**src/rtl/ib_ram_page_loader.sv**
```systemverilog
// ib_ram_page_loader
// Loads one full frame of LUT pages into the IB-RAM. Each accepted beat on
// lut_data_in becomes one registered write at {frame, page}. A frame is PAGE_NUM
// pages, and the loader never writes into the frame the CNU is currently reading.
//
// Ports
//   write_clk         sole clock, rising edge
//   rst               asynchronous active-high reset
//   load_start        request to load one frame (accepted only in IDLE)
//   load_frame_sel    target frame, sampled when load_start is accepted
//   read_addr_offset  frame currently being read by the CNU
//   load_abort        cancels a load in progress
//   lut_data_in       page payload, bank0 in the upper bits, bank1 in the lower bits
//   lut_data_valid    lut_data_in is valid this cycle
//   lut_data_ready    loader takes a beat this cycle (state == LOAD)
//   page_addr_ram     registered write address {frame, page}
//   ram_write_data_0  registered write data
//   ib_ram_we         registered write enable
//   load_busy         high while loading
//   load_done         one-cycle pulse on completion, aligned with the last write
//   load_err          one-cycle pulse when a load_start is rejected
module ib_ram_page_loader #(
    parameter int unsigned ENTRY_ADDR    = 6,
    parameter int unsigned LUT_PORT_SIZE = 3,
    parameter int unsigned BANK_NUM      = 2,
    localparam int unsigned PAGE_W       = ENTRY_ADDR - 1,
    localparam int unsigned PAGE_NUM     = 1 << PAGE_W,
    localparam int unsigned DW           = LUT_PORT_SIZE * BANK_NUM
) (
    input  logic                  write_clk,
    input  logic                  rst,
    input  logic                  load_start,
    input  logic                  load_frame_sel,
    input  logic                  read_addr_offset,
    input  logic                  load_abort,
    input  logic [DW-1:0]         lut_data_in,
    input  logic                  lut_data_valid,
    output logic                  lut_data_ready,
    output logic [ENTRY_ADDR-1:0] page_addr_ram,
    output logic [DW-1:0]         ram_write_data_0,
    output logic                  ib_ram_we,
    output logic                  load_busy,
    output logic                  load_done,
    output logic                  load_err
);

    localparam logic [PAGE_W-1:0] LAST_PAGE = PAGE_W'(PAGE_NUM - 1);

    typedef enum logic [1:0] {
        StIdle = 2'd0,
        StLoad = 2'd1,
        StDone = 2'd2
    } state_e;

    state_e            state;
    logic [PAGE_W-1:0] page_cnt;
    logic              frame_q;

    // Ready depends on state only, so an upstream source never sees a
    // combinational path back from its own valid.
    assign lut_data_ready = (state == StLoad);
    assign load_busy      = (state == StLoad);

    always_ff @(posedge write_clk or posedge rst) begin
        if (rst) begin
            state            <= StIdle;
            page_cnt         <= '0;
            frame_q          <= 1'b0;
            page_addr_ram    <= '0;
            ram_write_data_0 <= '0;
            ib_ram_we        <= 1'b0;
            load_done        <= 1'b0;
            load_err         <= 1'b0;
        end else begin
            // Pulsed outputs default low; address and data hold.
            ib_ram_we <= 1'b0;
            load_done <= 1'b0;
            load_err  <= 1'b0;
            unique case (state)
                StIdle: begin
                    // Abort wins over start even though it has nothing to cancel.
                    if (load_start && !load_abort) begin
                        if (load_frame_sel != read_addr_offset) begin
                            frame_q  <= load_frame_sel;
                            page_cnt <= '0;
                            state    <= StLoad;
                        end else begin
                            load_err <= 1'b1;
                        end
                    end
                end
                StLoad: begin
                    if (load_abort) begin
                        // A beat offered alongside abort is dropped.
                        state <= StIdle;
                    end else if (lut_data_valid) begin
                        ib_ram_we        <= 1'b1;
                        page_addr_ram    <= {frame_q, page_cnt};
                        ram_write_data_0 <= lut_data_in;
                        page_cnt         <= page_cnt + PAGE_W'(1);
                        if (page_cnt == LAST_PAGE) begin
                            load_done <= 1'b1;
                            state     <= StDone;
                        end
                    end
                end
                StDone: begin
                    state <= StIdle;
                end
                default: begin
                    state <= StIdle;
                end
            endcase
        end
    end

endmodule

```
**config.mk**
```make
export PLATFORM = sky130hd
export DESIGN_NAME = ib_ram_page_loader
export DESIGN_NICKNAME = d
export VERILOG_FILES = /design/src/rtl/ib_ram_page_loader.sv
export SDC_FILE = /design/constraint.sdc
export NUM_CORES = 1
export LEC_CHECK = 0
export ABC_AREA = 0
export CORE_UTILIZATION = 23
export CTS_CLUSTER_DIAMETER = 150
export CTS_CLUSTER_SIZE = 12
export DETAILED_ROUTE_END_ITERATION = 6
export DONT_BUFFER_PORTS = 1
export GPL_ROUTABILITY_DRIVEN = 0
export GPL_TIMING_DRIVEN = 0
export PLACE_DENSITY = 0.42
export SETUP_SLACK_MARGIN = 0.5
export SYNTH_ARGS = -nofsm -noshare
export SYNTH_HDL_FRONTEND = slang
export SYNTH_SLANG_ARGS = --single-unit
export TNS_END_PERCENT = 10
```
**constraint.sdc**
```tcl
create_clock -name write_clk -period 1.65 [get_ports write_clk]
set_input_delay 0.165 -clock write_clk [delete_from_list [all_inputs] [get_ports write_clk]]
set_output_delay 0.165 -clock write_clk [all_outputs]
set_load 0.02 [all_outputs]
```
==> load_flow_metrics.sql, run 1 <==
INSERT INTO impl_metrics (metric_group, metric, value, unit) VALUES
('worst_hold_path', 'worst_hold_path_type', 'in -> reg', ''),
('place', 'place.port_buffers', '0', ''),
('clock_network', 'clk_root_buffer_cell', 'clkbuf_8', ''),
('worst_setup_path', 'startpoint_class_of_the_critical_path', 'register', ''),
('cells_and_area', 'num-fill-cells', '431', ''),
('detailed_routing', 'route.final.wire_length', '1948', 'um'),
('sta', 'finClkSkew', '3.427', 'ps'),
('cells_and_area', 'antenna-diode-count', '0', ''),
('sta', 'fmax', '678.4', 'MHz'),
('detailed_routing', 'detail_route.first_pass.iterations', '4', ''),
('grt', 'antenna_found_initial', '0', ''),
('detailed_routing', 'drc_errors', '0', ''),
('worst_setup_path', 'worst_path_max_delay_cell', 'dfrtp_1', ''),
('worst_setup_path', 'worst-setup-path-type', 'reg -> reg', ''),
('synth', 'synth.cell_area', '998.5', 'um2'),
('worst_setup_path', 'worstPathRequired', '1800', 'ps'),
('sta', 'final.period_utilization', '89.33', '%'),
('worst_setup_path', 'critical_path_capture_point_type', 'register', ''),
('sta', 'finalMaxSlewViolations', '0', ''),
('sta', 'max_slew_margin', '41.74', '%'),
('power', 'internal_portion_of_total_power', '1045', 'uW'),
('clock_network', 'cts_tree', 'built', ''),
('grt', 'grt-ovfl-total', '0', ''),
('detailed_routing', 'detail_route_met3_wl', '175', 'um'),
('die', 'die_h', '67.89', 'um'),
('synth', 'syn_avg_cell_area', '13.49', 'um2'),
('synth', 'synth.yosys.warnings', '0', ''),
('detailed_routing', 'avgViaCountPerCell', '4.439', ''),
('die', 'top_level_ports', '30', ''),
('cells_and_area', 'final_nets', '105', ''),
('run_status', 'status', 'finished clean', ''),
('power', 'ratio_of_total_power_to_cell_area', '1203', 'nW/um2'),
('worst_setup_path', 'timing.rr.end', 'ram_write_data_0[2]$_DFFE_PP0P_', ''),
('worst_setup_path', 'timing.critical_path.slowest_cell_delay', '420', 'ps'),
('detailed_routing', 'met1_length', '831', 'um'),
('power', 'power.sequential.fraction', '58.9', '%'),
('die', 'floorplan.initialDensity', '24.43', '%'),
('worst_setup_path', 'critical_path.startpoint', 'state[1]$_DFFE_PP0P_', ''),
('detailed_routing', 'wl_per_cell', '14.01', 'um'),
('grt', 'grtUsageTotal', '9.123', '%'),
('synth', 'synth_cell_types', '23', ''),
('clock_network', 'clock_tree.buffer_depth', '2', ''),
('detailed_routing', 'route.vias.total', '617', ''),
('power', 'p_leak', '0.0005939', 'uW'),
('cells_and_area', 'post_route_cells_drive_above_1_share', '37.08', '%'),
('job', 'drv.max_cap_violation_count', '0', ''),
('die', 'floorplan.die.width', '67.89', 'um'),
('cells_and_area', 'final_cell_mix', 'dfrtp_1, mux2_4, mux2_2', ''),
('sta', 'fin_setup_tns', '0', 'ps'),
('detailed_routing', 'antenna_violating_nets_post_route', '0', ''),
('worst_setup_path', 'worst_ep_arrival_time', '1620', 'ps'),
('sta', 'rsz_0062_raised_after_global_routing', 'true', ''),
('clock_network', 'worstSkewPairLatency', '260', 'ps'),
('synth', 'synth-seq-area-share', '57.64', '%'),
('sta', 'timing_hold_violations_final', '0', ''),
('clock_network', 'cts_made_buffers', '3', ''),
('clock_network', 'cts.reportedPaths.clkPinSlew', '80', 'ps'),
('die', 'die_area', '4608', 'um2'),
('cells_and_area', 'mostFrequentLayoutCell', 'dfrtp_1', ''),
('power', 'power.net_switching', '505.0', 'uW'),
('synth', 'synthesis.nets', '89', ''),
('power', 'power.share.clock', '22.4', '%'),
('power', 'power.combinational.fraction', '18.7', '%'),
('worst_setup_path', 'worstSetupEndpoint', 'ram_write_data_0[2]$_DFFE_PP0P_', ''),
('synth', 'synthesis.instances', '74', ''),
('worst_setup_path', 'timing.reg2reg.setup_slack', '180', 'ps'),
('clock_network', 'ctsHtreeMaxLevel', '1', ''),
('worst_setup_path', 'cp_cell_sequence', 'and4bb_2, buf_6, buf_12, buf_8, mux2_4', ''),
('die', 'floorplan.core_area', '4086', 'um2'),
('power', 'swShare', '32.57', '%'),
('synth', 'ys_ff_latch', '23', '');
[cell families (layout without fill, tap and decap cells)]
logic type,after synthesis,after routing,synth area share [%]
DFF,23,23,57.64
adders and majority gates,2,2,2.506
muxes,15,15,16.54
AOI/OAI and AO/OA,9,9,6.767
buffers and inverters,8,23,4.888
xor gates and xnor gates,1,1,0.8774
and+or+nand+nor,16,16,10.78
[registers in the layout, indices dropped and copies added (netlist names)]
| name | count |
|---|---|
| page_addr_ram | 6 |
| frame_q | 1 |
| page_cnt | 5 |
| ram_write_data_0 | 6 |
| state | 2 |
| ib_ram_we | 1 |
| load_err | 1 |
| load_done | 1 |
[synthesized netlist by cell type]
| cell type | count | share of area, % |
|---|---|---|
| dfrtp_1 | 23 | 58 |
| mux2_2 | 12 | 14 |
| inv_1 | 5 | 1.9 |
| nand2_1 | 4 | 1.5 |
| o21ai_0 | 4 | 2.0 |
| and3_1 | 3 | 1.9 |
| mux2i_1 | 3 | 3.0 |
| buf_6 | 2 | 2.3 |
| ha_1 | 2 | 2.5 |
| nand4_1 | 2 | 1.3 |
| nor2b_1 | 2 | 1.3 |
| a21oi_1 | 1 | 0.50 |
| and2_1 | 1 | 0.63 |
| and4bb_2 | 1 | 1.3 |
| buf_4 | 1 | 0.75 |
| nand3b_1 | 1 | 0.75 |
| nor4b_1 | 1 | 0.88 |
| o211ai_1 | 1 | 0.75 |
| o21bai_1 | 1 | 0.75 |
| o21bai_4 | 1 | 1.9 |
| o2bb2ai_1 | 1 | 0.88 |
| or4b_4 | 1 | 1.4 |
| xnor2_1 | 1 | 0.88 |
[how the worst min path moves through the flow]
stage	startpoint	to	slack (ps)	depth (start not counted)
final	lut_data_in[3]	ram_write_data_0[3]$_DFFE_PP0P_	50	1
after global routing	lut_data_in[3]	ram_write_data_0[3]$_DFFE_PP0P_	30	1
after CTS	lut_data_in[5]	ram_write_data_0[5]$_DFFE_PP0P_	30	1
after detailed placement	rst	ib_ram_we$_DFF_PP0_	290	1
after global placement	read_addr_offset	frame_q$_DFFE_PP0P_	280	1
after floorplan	rst	frame_q$_DFFE_PP0P_	170	1
[through the flow]
| step | utilization (%) | worst slack, ps | power [uW] | cell area (um2) | std cells |
|---|---|---|---|---|---|
| CTS | 31.08 | 188.1 | 1580 | 1270 | 137 |
| global placement | 26.61 | 115.1 | 1163 | 1087 | 124 |
| finish | 31.54 | 176.0 | 1550 | 1289 | 139 |
| global route | 31.54 | 125.1 | 1643 | 1289 | 139 |
| detailed placement | 26.61 | 109.2 | 1169 | 1087 | 124 |
| floorplan | - | 304.2 | 1114 | 1025 | 74 |
[routing by layer]
metal	vias up	GRT usage, %
li1	290	-
met5	-	0
met2	26	15.97
met1	299	9.714
met4	0	1.563
met3	2	5.000
[critical path: cells and delay by family, from the launching register on]
family	cells	cell delay [ps]
buf+inv	3	330
simple gates	1	310
flops	1	420
mux	1	300
[repair_timing]
item | in CTS | in global routing
setup buffers | 6 | 2
hold buffers | 2 | 0
endpoints found under the hold margin | 19 | 0
resized for setup | 6 | 1
setup endpoints to repair | 23 | 48
pin swaps | 1 | 2
gates cloned | 1 | 0
[power groups by stage]
| stage | clock, uW | combinational (uW) | sequential, uW |
|---|---|---|---|
| 4_1_cts | 373 | 290 | 917 |
| 3_5_place_dp | 0 | 238 | 931 |
| 6_report | 347 | 290 | 913 |
| 3_3_place_gp | 0 | 230 | 932 |
| 5_1_grt | 389 | 317 | 937 |
| 2_1_floorplan | 0 | 211 | 903 |
[layout make-up]
class	instances	area [um2]	area share (%)
plain buffers	3	37.54	2.913
well taps	50	62.56	4.854
flip-flops and latches	23	575.6	44.66
repair buffers	11	136.4	10.58
inverters	5	18.77	1.456
clock buffers	3	41.29	3.204
multi-input cells	43	411.6	31.94
clock inverters	1	5.005	0.3883
Power figures use the tool's default switching activity.
==> inputs of run 2 (changes only) <==
HOLD_SLACK_MARGIN = 0.03   (was unset)
PLACE_DENSITY = unset   (was 0.42)
==> run 2 against run 1 <==
The flow now finishes with violations (negative hold slack). Final cell count decreased by 2.9%. Power decreased by 1.7%. Final area is 4.9% lower. Sequential power is 0.5% higher. Critical path depth decreased by 2. Via count grew 0.81%. Non-clock buffer count is 4 lower. Utilization shrank 1.5 points. Global-route usage about the same. Maximum frequency rose by 1.7%.
==> load_flow_metrics.sql, run 2 (synthesis results as in run 1) <==
INSERT INTO impl_metrics (metric_group, metric, value, unit) VALUES
('run_status', 'status', 'complete, but fails checks', ''),
('run_status', 'failed_checks', 'negative hold slack', ''),
('detailed_routing', 'antenna_violating_nets_post_route', '0', ''),
('detailed_routing', 'avgViaCountPerCell', '4.607', ''),
('sta', 'fin_setup_tns', '0', 'ps'),
('cells_and_area', 'mostFrequentLayoutCell', 'dfrtp_1', ''),
('cells_and_area', 'biggestRegsByFlops', 'page_addr_ram: 6 flops, ram_write_data_0: 6 flops, page_cnt: 5 flops', ''),
('clock_network', 'cts_made_buffers', '3', ''),
('cells_and_area', 'post_route_cells_drive_above_1_share', '34.12', '%'),
('cells_and_area', 'finalInstanceArea', '1226', 'um2'),
('worst_setup_path', 'startpoint_class_of_the_critical_path', 'register', ''),
('place', 'placed_area', '1087', 'um2'),
('cells_and_area', 'antenna-diode-count', '0', ''),
('grt', 'grt-ovfl-total', '0', ''),
('sta', 'fmax', '689.7', 'MHz'),
('detailed_routing', 'drt-initial-drc-count', '7', ''),
('sta', 'final.period_utilization', '87.88', '%'),
('place', 'dp.final_hpwl', '1286', 'um'),
('cells_and_area', 'final-seq-area', '575.6', 'um2'),
('clock_network', 'cts.reportedPaths.clkPinSlew', '80', 'ps'),
('detailed_routing', 'detail_route.first_pass.iterations', '2', ''),
('worst_hold_path', 'worst_hold_path_type', 'in -> async', ''),
('die', 'floorplan.core_area', '4086', 'um2'),
('power', 'worst_case_vdd_ir_drop', '354.7', 'uV'),
('clock_network', 'cts.sink_count', '23', ''),
('die', 'die_area', '4608', 'um2'),
('detailed_routing', 'route.vias.total', '622', ''),
('place', 'place.port_buffers', '0', ''),
('cells_and_area', 'final_nets', '101', ''),
('cells_and_area', 'num-fill-cells', '416', ''),
('die', 'rows', '23', ''),
('grt', 'antenna_found_initial', '0', ''),
('clock_network', 'ctsHtreeMaxLevel', '1', ''),
('worst_setup_path', 'worstPathRequired', '1830', 'ps'),
('die', 'die_h', '67.89', 'um'),
('clock_network', 'worstSkewPairLatency', '260', 'ps'),
('worst_setup_path', 'worst-setup-path-type', 'reg -> reg', ''),
('cells_and_area', 'syn_to_final_growth', '22.81', '%'),
('cells_and_area', 'multi_input_area', '411.6', 'um2'),
('detailed_routing', 'drc_errors', '0', ''),
('cells_and_area', 'final_util', '30.01', '%'),
('sta', 'finalMaxSlewViolations', '0', ''),
('job', 'drv.max_cap_violation_count', '0', ''),
('sta', 'timing_hold_violations_final', '23', ''),
('cells_and_area', 'final_cell_mix', 'dfrtp_1, mux2_4, mux2_2', ''),
('grt', 'maximum_number_of_pins_on_one_net_before_global_route_repair', '24', ''),
('detailed_routing', 'wl_per_cell', '13.71', 'um'),
('sta', 'finalSetupViolations', '0', ''),
('worst_setup_path', 'critical_path_peak_fanout', '5', ''),
('die', 'floorplan.initialDensity', '24.43', '%'),
('worst_setup_path', 'worst_ep_arrival_time', '1630', 'ps'),
('worst_setup_path', 'reg2regPathDepth', '3', ''),
('grt', 'grtUsageTotal', '9.094', '%'),
('place', 'pre_cts_ws', '84.37', 'ps'),
('worst_setup_path', 'regToRegStartpoint', 'state[0]$_DFFE_PP0P_', ''),
('worst_setup_path', 'critical_path_capture_point_type', 'register', ''),
('clock_network', 'clock_tree.buffer_depth', '2', ''),
('worst_setup_path', 'timing.rr.end', 'page_cnt[4]$_DFFE_PP0P_', ''),
('clock_network', 'cts_tree', 'built', ''),
('sta', 'hold_ws', '-28.01', 'ps'),
('sta', 'final_period_minus_worst_setup_slack', '1450', 'ps'),
('sta', 'rsz_0062_raised_after_global_routing', 'true', ''),
('sta', 'worst-slew-pin-transition', '876.1', 'ps'),
('detailed_routing', 'route.final.wire_length', '1851', 'um'),
('power', 'p_leak', '0.0005644', 'uW'),
('die', 'floorplan.die.width', '67.89', 'um'),
('die', 'top_level_ports', '30', ''),
('worst_setup_path', 'timing.reg2reg.setup_slack', '200', 'ps'),
('sta', 'finalWorstSetupSlack', '200.0', 'ps'),
('clock_network', 'clk_root_buffer_cell', 'clkbuf_8', ''),
('grt', 'first_pass_grt_wire_length', '2967', 'um'),
('power', 'ratio_of_total_power_to_cell_area', '1243', 'nW/um2'),
('sta', 'max_slew_margin', '41.53', '%'),
('grt', 'first_global_vias', '640', ''),
('sta', 'finClkSkew', '1.283', 'ps');
-- run 2: worst max-delay path: stages (launching register included) --
cell      delay [ps]
dfrtp_1          410
or4b_4           570
o21bai_4         190
mux2i_1          210
-- run 2: stage by stage --
stage / std cells / total power (uW)
finish: 135 / 1524
CTS: 134 / 1553
global placement: 124 / 1161
detailed placement: 124 / 1171
floorplan: 74 / 1114
global route: 135 / 1615
-- run 2: layout make-up --
cell class / instances / area share, %
sequential: 23 / 46.94
multi-input combinational: 43 / 33.57
buffer: 3 / 3.061
timing repair buffer: 7 / 6.122
tap: 50 / 5.102
inverter: 5 / 1.531
clock buffer: 4 / 3.673
-- run 2: how the worst max path moves through the flow --
stage	startpoint	endpoint
2_1_floorplan	state[0]$_DFFE_PP0P_	page_cnt[1]$_DFFE_PP0P_
3_3_place_gp	state[1]$_DFFE_PP0P_	load_done$_DFF_PP0_
6_report	state[0]$_DFFE_PP0P_	page_cnt[4]$_DFFE_PP0P_
4_1_cts	state[0]$_DFFE_PP0P_	page_cnt[4]$_DFFE_PP0P_
3_5_place_dp	state[1]$_DFFE_PP0P_	state[1]$_DFFE_PP0P_
5_1_grt	state[0]$_DFFE_PP0P_	page_cnt[4]$_DFFE_PP0P_
-- run 2: power breakdown --
part | internal [uW] | switching (uW) | total (uW) | leakage (uW)
logic | 171 | 94.4 | 266 | 0.000246
registers | 692 | 226 | 918 | 0.000295
clock network | 172 | 168 | 340 | 0.0000228
total | 1040 | 488 | 1520 | 0.000564
-- run 2: routing by layer --
| metal | up-vias | wire, um | track usage (%) |
|---|---|---|---|
| li1 | 282 | - | - |
| met2 | 18 | 900 | 14.85 |
| met5 | - | 0 | 0 |
| met4 | 0 | 20 | 4.688 |
| met3 | 4 | 146 | 3.833 |
| met1 | 318 | 783 | 10.04 |
-- run 2: what timing repair did --
item,in CTS,in global routing
hold buffers,1,0
cloned,1,0
resized for setup,6,0
setup endpoints to repair,23,24
pin swaps,1,0
hold endpoints to repair,24,0
buffers inserted,4,1
